===== src/rtl/instr_fetch_unit_if.sv =====
// Fetch-unit bus bundle: PC handshake, instruction-memory port and decode queue head.
// master = fetch unit side, slave = surrounding pipeline/memory side.
interface instr_fetch_unit_if #(
  parameter int ADDR_W = 16,
  parameter int DATA_W = 32
);
  logic [ADDR_W-1:0] PcAddress;
  logic              PcAdvance;
  logic              Flush;
  logic [ADDR_W-1:0] MemAddr;
  logic              MemReq;
  logic              MemAck;
  logic [DATA_W-1:0] MemData;
  logic [DATA_W-1:0] InstrOut;
  logic [ADDR_W-1:0] InstrPc;
  logic              InstrValid;
  logic              DecodeReady;

  modport master (
    input  PcAddress, Flush, MemAck, MemData, DecodeReady,
    output PcAdvance, MemAddr, MemReq, InstrOut, InstrPc, InstrValid
  );

  modport slave (
    output PcAddress, Flush, MemAck, MemData, DecodeReady,
    input  PcAdvance, MemAddr, MemReq, InstrOut, InstrPc, InstrValid
  );
endinterface


===== src/rtl/instr_fetch_unit.sv =====
// Single-outstanding instruction fetcher feeding a 2-entry {pc, instr} queue; ack-to-valid is one edge.
// New fetches stall while the queue is full or a request is in flight; Flush empties the queue.
module instr_fetch_unit #(
  parameter int ADDR_W = 16,
  parameter int DATA_W = 32
) (
  input  logic                  clock,
  input  logic                  reset,
  instr_fetch_unit_if.master    bus
);
  localparam logic [1:0] IDLE = 2'd0;
  localparam logic [1:0] WAIT = 2'd1;
  localparam logic [1:0] DROP = 2'd2;

  logic [1:0]        state;
  logic [1:0]        count;
  logic              mem_req;
  logic [ADDR_W-1:0] mem_addr;
  logic [ADDR_W-1:0] addr0, addr1;
  logic [DATA_W-1:0] data0, data1;
  logic              advance;
  logic              push;
  logic              pop;

  assign advance = (state == IDLE) && (count < 2'd2) && !bus.Flush && reset;
  assign push    = (state == WAIT) && bus.MemAck && !bus.Flush;
  assign pop     = (count != 2'd0) && bus.DecodeReady;

  assign bus.PcAdvance  = advance;
  assign bus.MemAddr    = mem_addr;
  assign bus.MemReq     = mem_req;
  assign bus.InstrOut   = data0;
  assign bus.InstrPc    = addr0;
  assign bus.InstrValid = (count != 2'd0);

  always_ff @(posedge clock) begin
    if (!reset) begin
      state    <= IDLE;
      mem_req  <= 1'b0;
      mem_addr <= '0;
    end else begin
      case (state)
        IDLE: begin
          if (advance) begin
            mem_addr <= bus.PcAddress;
            mem_req  <= 1'b1;
            state    <= WAIT;
          end
        end
        WAIT: begin
          // An ack always closes the request; Flush only decides whether its data is kept.
          if (bus.MemAck) begin
            mem_req <= 1'b0;
            state   <= IDLE;
          end else if (bus.Flush) begin
            state <= DROP;
          end
        end
        DROP: begin
          if (bus.MemAck) begin
            mem_req <= 1'b0;
            state   <= IDLE;
          end
        end
        default: begin
          mem_req <= 1'b0;
          state   <= IDLE;
        end
      endcase
    end
  end

  // Entry 0 is always the head; pops shift entry 1 down.
  always_ff @(posedge clock) begin
    if (!reset) begin
      count <= 2'd0;
      addr0 <= '0;
      addr1 <= '0;
      data0 <= '0;
      data1 <= '0;
    end else if (bus.Flush) begin
      count <= 2'd0;
    end else begin
      count <= count + {1'b0, push} - {1'b0, pop};
      case ({push, pop})
        2'b10: begin
          if (count == 2'd0) begin
            addr0 <= mem_addr;
            data0 <= bus.MemData;
          end else begin
            addr1 <= mem_addr;
            data1 <= bus.MemData;
          end
        end
        2'b01: begin
          addr0 <= addr1;
          data0 <= data1;
        end
        2'b11: begin
          if (count == 2'd1) begin
            addr0 <= mem_addr;
            data0 <= bus.MemData;
          end else begin
            addr0 <= addr1;
            data0 <= data1;
            addr1 <= mem_addr;
            data1 <= bus.MemData;
          end
        end
        default: ;
      endcase
    end
  end
endmodule


===== src/flat_wrapper.sv =====
// flat-port wrapper written by rule: the top's interface ports become plain ports
module instr_fetch_unit_flat 
#(
  parameter int ADDR_W = 16,
  parameter int DATA_W = 32
)
  (clock, reset, bus_PcAddress, bus_Flush, bus_MemAck, bus_MemData, bus_DecodeReady, bus_PcAdvance, bus_MemAddr, bus_MemReq, bus_InstrOut, bus_InstrPc, bus_InstrValid);
  instr_fetch_unit_if #(.ADDR_W(ADDR_W), .DATA_W(DATA_W)) bus_i ();
  input  logic clock;
  input  logic reset;
  input wire logic [$bits(bus_i.PcAddress)-1:0] bus_PcAddress;
  input wire logic [$bits(bus_i.Flush)-1:0] bus_Flush;
  input wire logic [$bits(bus_i.MemAck)-1:0] bus_MemAck;
  input wire logic [$bits(bus_i.MemData)-1:0] bus_MemData;
  input wire logic [$bits(bus_i.DecodeReady)-1:0] bus_DecodeReady;
  output wire logic [$bits(bus_i.PcAdvance)-1:0] bus_PcAdvance;
  output wire logic [$bits(bus_i.MemAddr)-1:0] bus_MemAddr;
  output wire logic [$bits(bus_i.MemReq)-1:0] bus_MemReq;
  output wire logic [$bits(bus_i.InstrOut)-1:0] bus_InstrOut;
  output wire logic [$bits(bus_i.InstrPc)-1:0] bus_InstrPc;
  output wire logic [$bits(bus_i.InstrValid)-1:0] bus_InstrValid;
  assign bus_i.PcAddress = bus_PcAddress;
  assign bus_i.Flush = bus_Flush;
  assign bus_i.MemAck = bus_MemAck;
  assign bus_i.MemData = bus_MemData;
  assign bus_i.DecodeReady = bus_DecodeReady;
  assign bus_PcAdvance = bus_i.PcAdvance;
  assign bus_MemAddr = bus_i.MemAddr;
  assign bus_MemReq = bus_i.MemReq;
  assign bus_InstrOut = bus_i.InstrOut;
  assign bus_InstrPc = bus_i.InstrPc;
  assign bus_InstrValid = bus_i.InstrValid;
  instr_fetch_unit #(.ADDR_W(ADDR_W), .DATA_W(DATA_W)) u_core (.clock(clock), .reset(reset), .bus(bus_i));
endmodule

===== config.mk =====
export PLATFORM = sky130hd
export DESIGN_NAME = instr_fetch_unit_flat
export DESIGN_NICKNAME = d
export VERILOG_FILES = /design/src/rtl/instr_fetch_unit_if.sv /design/src/rtl/instr_fetch_unit.sv /design/src/flat_wrapper.sv
export SDC_FILE = /design/constraint.sdc
export NUM_CORES = 1
export LEC_CHECK = 0
export ABC_AREA = 1
export BUFFER_PORTS_ARGS = -buffer_cell sky130_fd_sc_hd__buf_2
export CAP_MARGIN = 20
export CORE_MARGIN = 3
export CORE_UTILIZATION = 30
export CTS_CLUSTER_DIAMETER = 50
export DETAILED_ROUTE_END_ITERATION = 10
export GPL_TIMING_DRIVEN = 0
export SYNTH_ARGS = -nofsm -noshare
export SYNTH_HDL_FRONTEND = slang
export SYNTH_SLANG_ARGS = --single-unit
export TNS_END_PERCENT = 30

===== constraint.sdc =====
create_clock -name clock -period 5.4 [get_ports clock]
set_clock_uncertainty 0.2 [all_clocks]
set_input_delay 0.27 -clock clock [delete_from_list [all_inputs] [get_ports clock]]
set_output_delay 0.27 -clock clock [all_outputs]
set_load 0.01 [all_outputs]

Word-level counts from Yosys, hierarchy flattened
Index checks and enable logic that the tools add are counted.
{ "totals": {"ff_bits": 117, "inputBits": 53, "out_inout_bits": 67, "elab_cells": 65} }
{ "op_classes": {"n_addsub": 2, "n_lt_le_gt_ge": 1, "eq_ne": 13, "n_mux": 20, "bitwise_logic": 2, "reduce_logical": 19} }
{ "ops": {"columns": ["operator", "n"], "rows": [
  ["$mux W32", 4],
  ["$pmux W32 S3", 1],
  ["$mux W16", 4],
  ["$pmux W32 S2", 1],
  ["$pmux W16 S3", 1],
  ["$pmux W16 S2", 1],
  ["$mux W2", 4],
  ["$ne A2 B2 Y1 const B", 4],
  ["$eq A2 B1 Y1 const B", 3],
  ["$eq A2 B2 Y1 const B", 3],
  ["$logic_and A1 B1 Y1", 6],
  ["$pmux W2 S3", 1],
  ["$reduce_and A3 Y1", 2],
  ["$logic_not A2 Y1", 2],
  ["$ne A2 B1 Y1 const B", 2],
  ["$reduce_and A2 Y1", 2],
  ["$reduce_and A4 Y1", 1],
  ["$reduce_bool A2 Y1", 2],
  ["$reduce_or A2 Y1", 2],
  ["$ne A3 B3 Y1 const B", 1],
  ["$reduce_bool A3 Y1", 1],
  ["$add A2 B1 Y2", 1],
  ["$lt A2 B2 Y1 const B", 1],
  ["$mux W1", 2],
  ["4 further kinds", 5]
]} }

Logic depth before layout (Yosys ltp)
{ "depth": {"depth_word": 6, "depth_mapped": 12, "depth_no_buf": 11} }

Least setup slack after synthesis
No wires, ideal clock.
{ "synth_timing": {"path_kind": "reg-to-reg", "start": "register u_core.count[1]", "end": "register u_core.count[1]", "setup_ps": 70, "arrival_ps": 1647, "t_required_ps": 5130, "path_slack_ps": 3483, "path_stages_with_launch": 9, "path_buffers": 1, "synth_period_minus_slack_ps": 1917, "cell_sequence": "dfxtp_1 > nor2_2 > nor2_8 > clkbuf_1 > ha_1 > inv_1 > ha_1 > or2_2 > a21oi_1"} }
{ "synth_between": {"elab_chain_cells": 3} }
{ "synth_rtl": {"columns": ["element", "line", "text"], "rows": [
  ["from (decl)", "instr_fetch_unit.sv:16", "logic [1:0] count;"],
  ["from (signal assigned)", "instr_fetch_unit.sv:84", "count <= count + {1'b0, push} - {1'b0, pop};"],
  ["parallel branches: the longest is 2 deep, another holds $add A2 B1 Y2", null, null],
  ["$sub A2 B1 Y2 *", "instr_fetch_unit.sv:84", null]
]} }
Every way passes the cells marked *.
A chain may end at the register's enable or synchronous reset.

Worst setup path in the final report
{ "layout_timing": {"start": "register u_core.state[0]", "end": "output port bus_PcAdvance"} }
{ "layout_between": {"elab_chain_cells": 4} }
{ "layout_rtl": {"columns": ["element", "line", "text"], "rows": [
  ["from (decl)", "instr_fetch_unit.sv:15", "logic [1:0] state;"],
  ["from (signal assigned)", "instr_fetch_unit.sv:38", "state <= IDLE;"],
  ["from (signal assigned)", "instr_fetch_unit.sv:47", "state <= WAIT;"],
  ["from (signal assigned)", "instr_fetch_unit.sv:54", "state <= IDLE;"],
  ["$logic_not A2 Y1", "instr_fetch_unit.sv:25", "assign advance = (state == IDLE) && (count < 2'd2) && !bus.Flush && reset;"],
  ["$logic_and A1 B1 Y1 (3 in series)", "instr_fetch_unit.sv:25", null],
  ["to (decl)", "flat_wrapper.sv:16", "output wire logic [$bits(bus_i.PcAdvance)-1:0] bus_PcAdvance;"]
]} }
No other way between the ends.

==> flow_summary.json <==
{
  "tritoncts": "done",
  "cap_violations": 0,
  "crit_chain": "inv_1 -> ha_1 -> inv_1 -> nor2_1 -> nand2_1 -> clkinv_1 -> buf_4 -> buf_2",
  "viasPerCell": 4.32,
  "clk_pin_slew_worst_paths_ns": 0.05,
  "relSlewSlack_pct": 64.3,
  "cts_buffer_depth": 2,
  "synth-seq-cells": 117,
  "rows": 47,
  "period_share_pct": 53.6,
  "io_buffers": 119,
  "dieArea_um2": 18800,
  "timing.fmax_mhz": 345,
  "grt_pass1_wl_mm": 24.2,
  "gp_congestion": 0.790,
  "synth_top_area_cell": "dfxtp_1",
  "grt_setup_unrepaired": "false",
  "layout-drive-gt1-share_pct": 19.0,
  "core_um2": 16700,
  "async_flop_share_pct": 0,
  "start_kind": "register",
  "grt_pass1_vias": 4766,
  "seq_area_frac_synth_pct": 45.5,
  "die_height_um": 137,
  "synthCells": 760,
  "synth_top_cell_area_share_pct": 45.5,
  "syn-num-nets": 818,
  "ctsHoldBuffers": 50,
  "synth_area_um2": 5140,
  "cts.sinks": 117,
  "synth_area_leaders": "dfxtp_1, nand2_1, o21ai_0",
  "status": "finished, final reports clean",
  "start_util_pct": 30.8,
  "synth-edff-count": 0,
  "worstPathBufferInverterCount": 5,
  "vdd_drop_max_mv": 0.213,
  "drc": 0,
  "synth_ff_type": "dfxtp_1",
  "worstPathMaxFanout": 10,
  "p_leak_nw": 3.69,
  "overflow": 0,
  "final-max-slew-violation-count": 0,
  "cts-htree-levels": 4,
  "avgRoutedWirePerCell_um": 12.7,
  "max_stage_delay_ns": 0.44,
  "setup_tns_ns": 0,
  "fin_cells": 1178,
  "n_antenna_cell": 0,
  "grt_max_degree": 17,
  "die_w_um": 137,
  "worstMarginPinSlew_ns": 0.535,
  "clk_latency_ns": 0.41,
  "crit_type": "reg2out",
  "io_pins": 120,
  "firstDrtPassIters": 5,
  "numPlacedInstances": 1099,
  "cts_root_buf": "clkbuf_16",
  "synth_most_common_cell": "nand2_1",
  "synthTopCellsByCount": "nand2_1, nor2_1, o21ai_0",
  "hold_class": "in2reg",
  "dp_hpwl_mm": 10.6,
  "avgSynthCellArea_um2": 6.77,
  "via_count": 5089,
  "power_density_nw_per_um2": 351,
  "antenna_found_initial": 0,
  "finalHoldViolations": 0,
  "critical_path_arrival_ns": 2.42,
  "antenna_left": 0,
  "critPathTopFamily": "buffers and inverters",
  "cts_resized": 0,
  "initialDrtViolationCount": 254,
  "ys_warn_count": 0,
  "routed_wl_mm": 14.9,
  "setup_viol": 0,
  "synth_cell_type_count": 20,
  "fin_nets": 1006,
  "syn2layout_area_growth_pct": 37.6,
  "worstPathRequired_ns": 4.93,
  "cts_buffers": 17,
  "critPathSlowestCell": "clkinv_1",
  "min_period_ns": 2.89,
  "path_common_cell": "inv_1",
  "end_kind": "output port",
  "post-cts-setup-buffers": 0,
  "grtUsageTotal_pct": 16.6
}
==> where the power goes <==
| group | switching (mW) | internal (mW) |
|---|---|---|
| clock | 0.370 | 0.695 |
| sequential | 0.0462 | 0.937 |
| combinational | 0.254 | 0.180 |
==> cell usage in the layout (no fill, tap or decap), drive strengths merged <==
| cell | n |
|---|---|
| inv | 107 |
| o21ai | 128 |
| a21oi | 12 |
| nor2 | 134 |
| clkinv | 4 |
| dfxtp | 117 |
| bufinv | 1 |
| ha | 5 |
| nand2 | 160 |
| dlygate4sd3 | 50 |
| or2 | 1 |
| clkbuf | 43 |
| nand3 | 51 |
| buf | 144 |
| xnor2 | 1 |
==> through the flow <==
stage / area [µm²] / util, % / power (mW) / setup slack [ns] / hold slack, ns
5_1_grt: 7080 / 42.4 / 2.62 / 2.27 / 0.104
3_3_place_gp: 6010 / 36.0 / 1.41 / 2.87 / 0.249
6_report: 7080 / 42.4 / 2.48 / 2.51 / 0.0798
3_5_place_dp: 6010 / 36.0 / 1.41 / 2.87 / 0.254
4_1_cts: 7080 / 42.4 / 2.51 / 2.42 / 0.0515
2_1_floorplan: 5140 / - / 1.25 / 3.48 / 0.228
==> worst register-to-register path: stages, from the launching register on <==
cell	delay, ns
dfxtp_1	0.36
inv_1	0.07
ha_1	0.24
inv_1	0.08
nor2_1	0.04
nand2_1	0.33
clkinv_1	0.44
buf_4	0.32
nor2_1	0.09
nor2_1	0.05
==> kinds of logic (layout without fill, tap and decap cells) <==
group | Yosys count | count (layout) | share of synthesized area [%]
AOI/OAI and AO/OA | 140 | 140 | 13.6
DFF | 117 | 117 | 45.5
xor gates and xnor gates | 1 | 1 | 0.170
adders and majority gates | 5 | 5 | 1.22
and+or+nand+nor | 346 | 346 | 27.1
buffers and inverters | 151 | 349 | 12.4
==> path summary, 6_finish.rpt <==
kind / startpoint / to / slack [ns] / cells past startpoint
hold / removal: reset / u_core.state[0] / 0.08 / 3
setup reg to reg: u_core.state[0] / u_core.bus.MemAddr[5] / 3.08 / 9
setup / recovery: u_core.state[0] / bus_PcAdvance / 2.51 / 8
hold reg to reg: u_core.data1[11] / u_core.data1[11] / 0.26 / 2
==> per-layer routing <==
layer  GRT usage, %  up-vias  share of wire, %
li1               -     2726                 -
met1           22.0     2234                49
met2           26.8      106                45
met3           3.90       23               4.5
met4           5.32        0               1.4
met5              0        -                 0
==> sequential cells by signal (all words and copies together), names as in the netlist <==
signal	flops
u_core.data1	32
u_core.state	2
u_core.bus.MemReq	1
u_core.bus.InstrOut	32
u_core.bus.InstrPc	16
u_core.addr1	16
u_core.bus.MemAddr	16
u_core.count	2
==> final cells by class <==
cell class | instances | area (µm²)
buffer | 43 | 230
clock buffer | 25 | 515
clock inverter | 4 | 45.0
fill | 1762 | 9630
inverter | 108 | 405
multi-input combinational | 492 | 2170
sequential | 117 | 2340
tap | 220 | 275
timing repair buffer | 169 | 1100
Note: power is estimated with default switching activity, not from simulation.
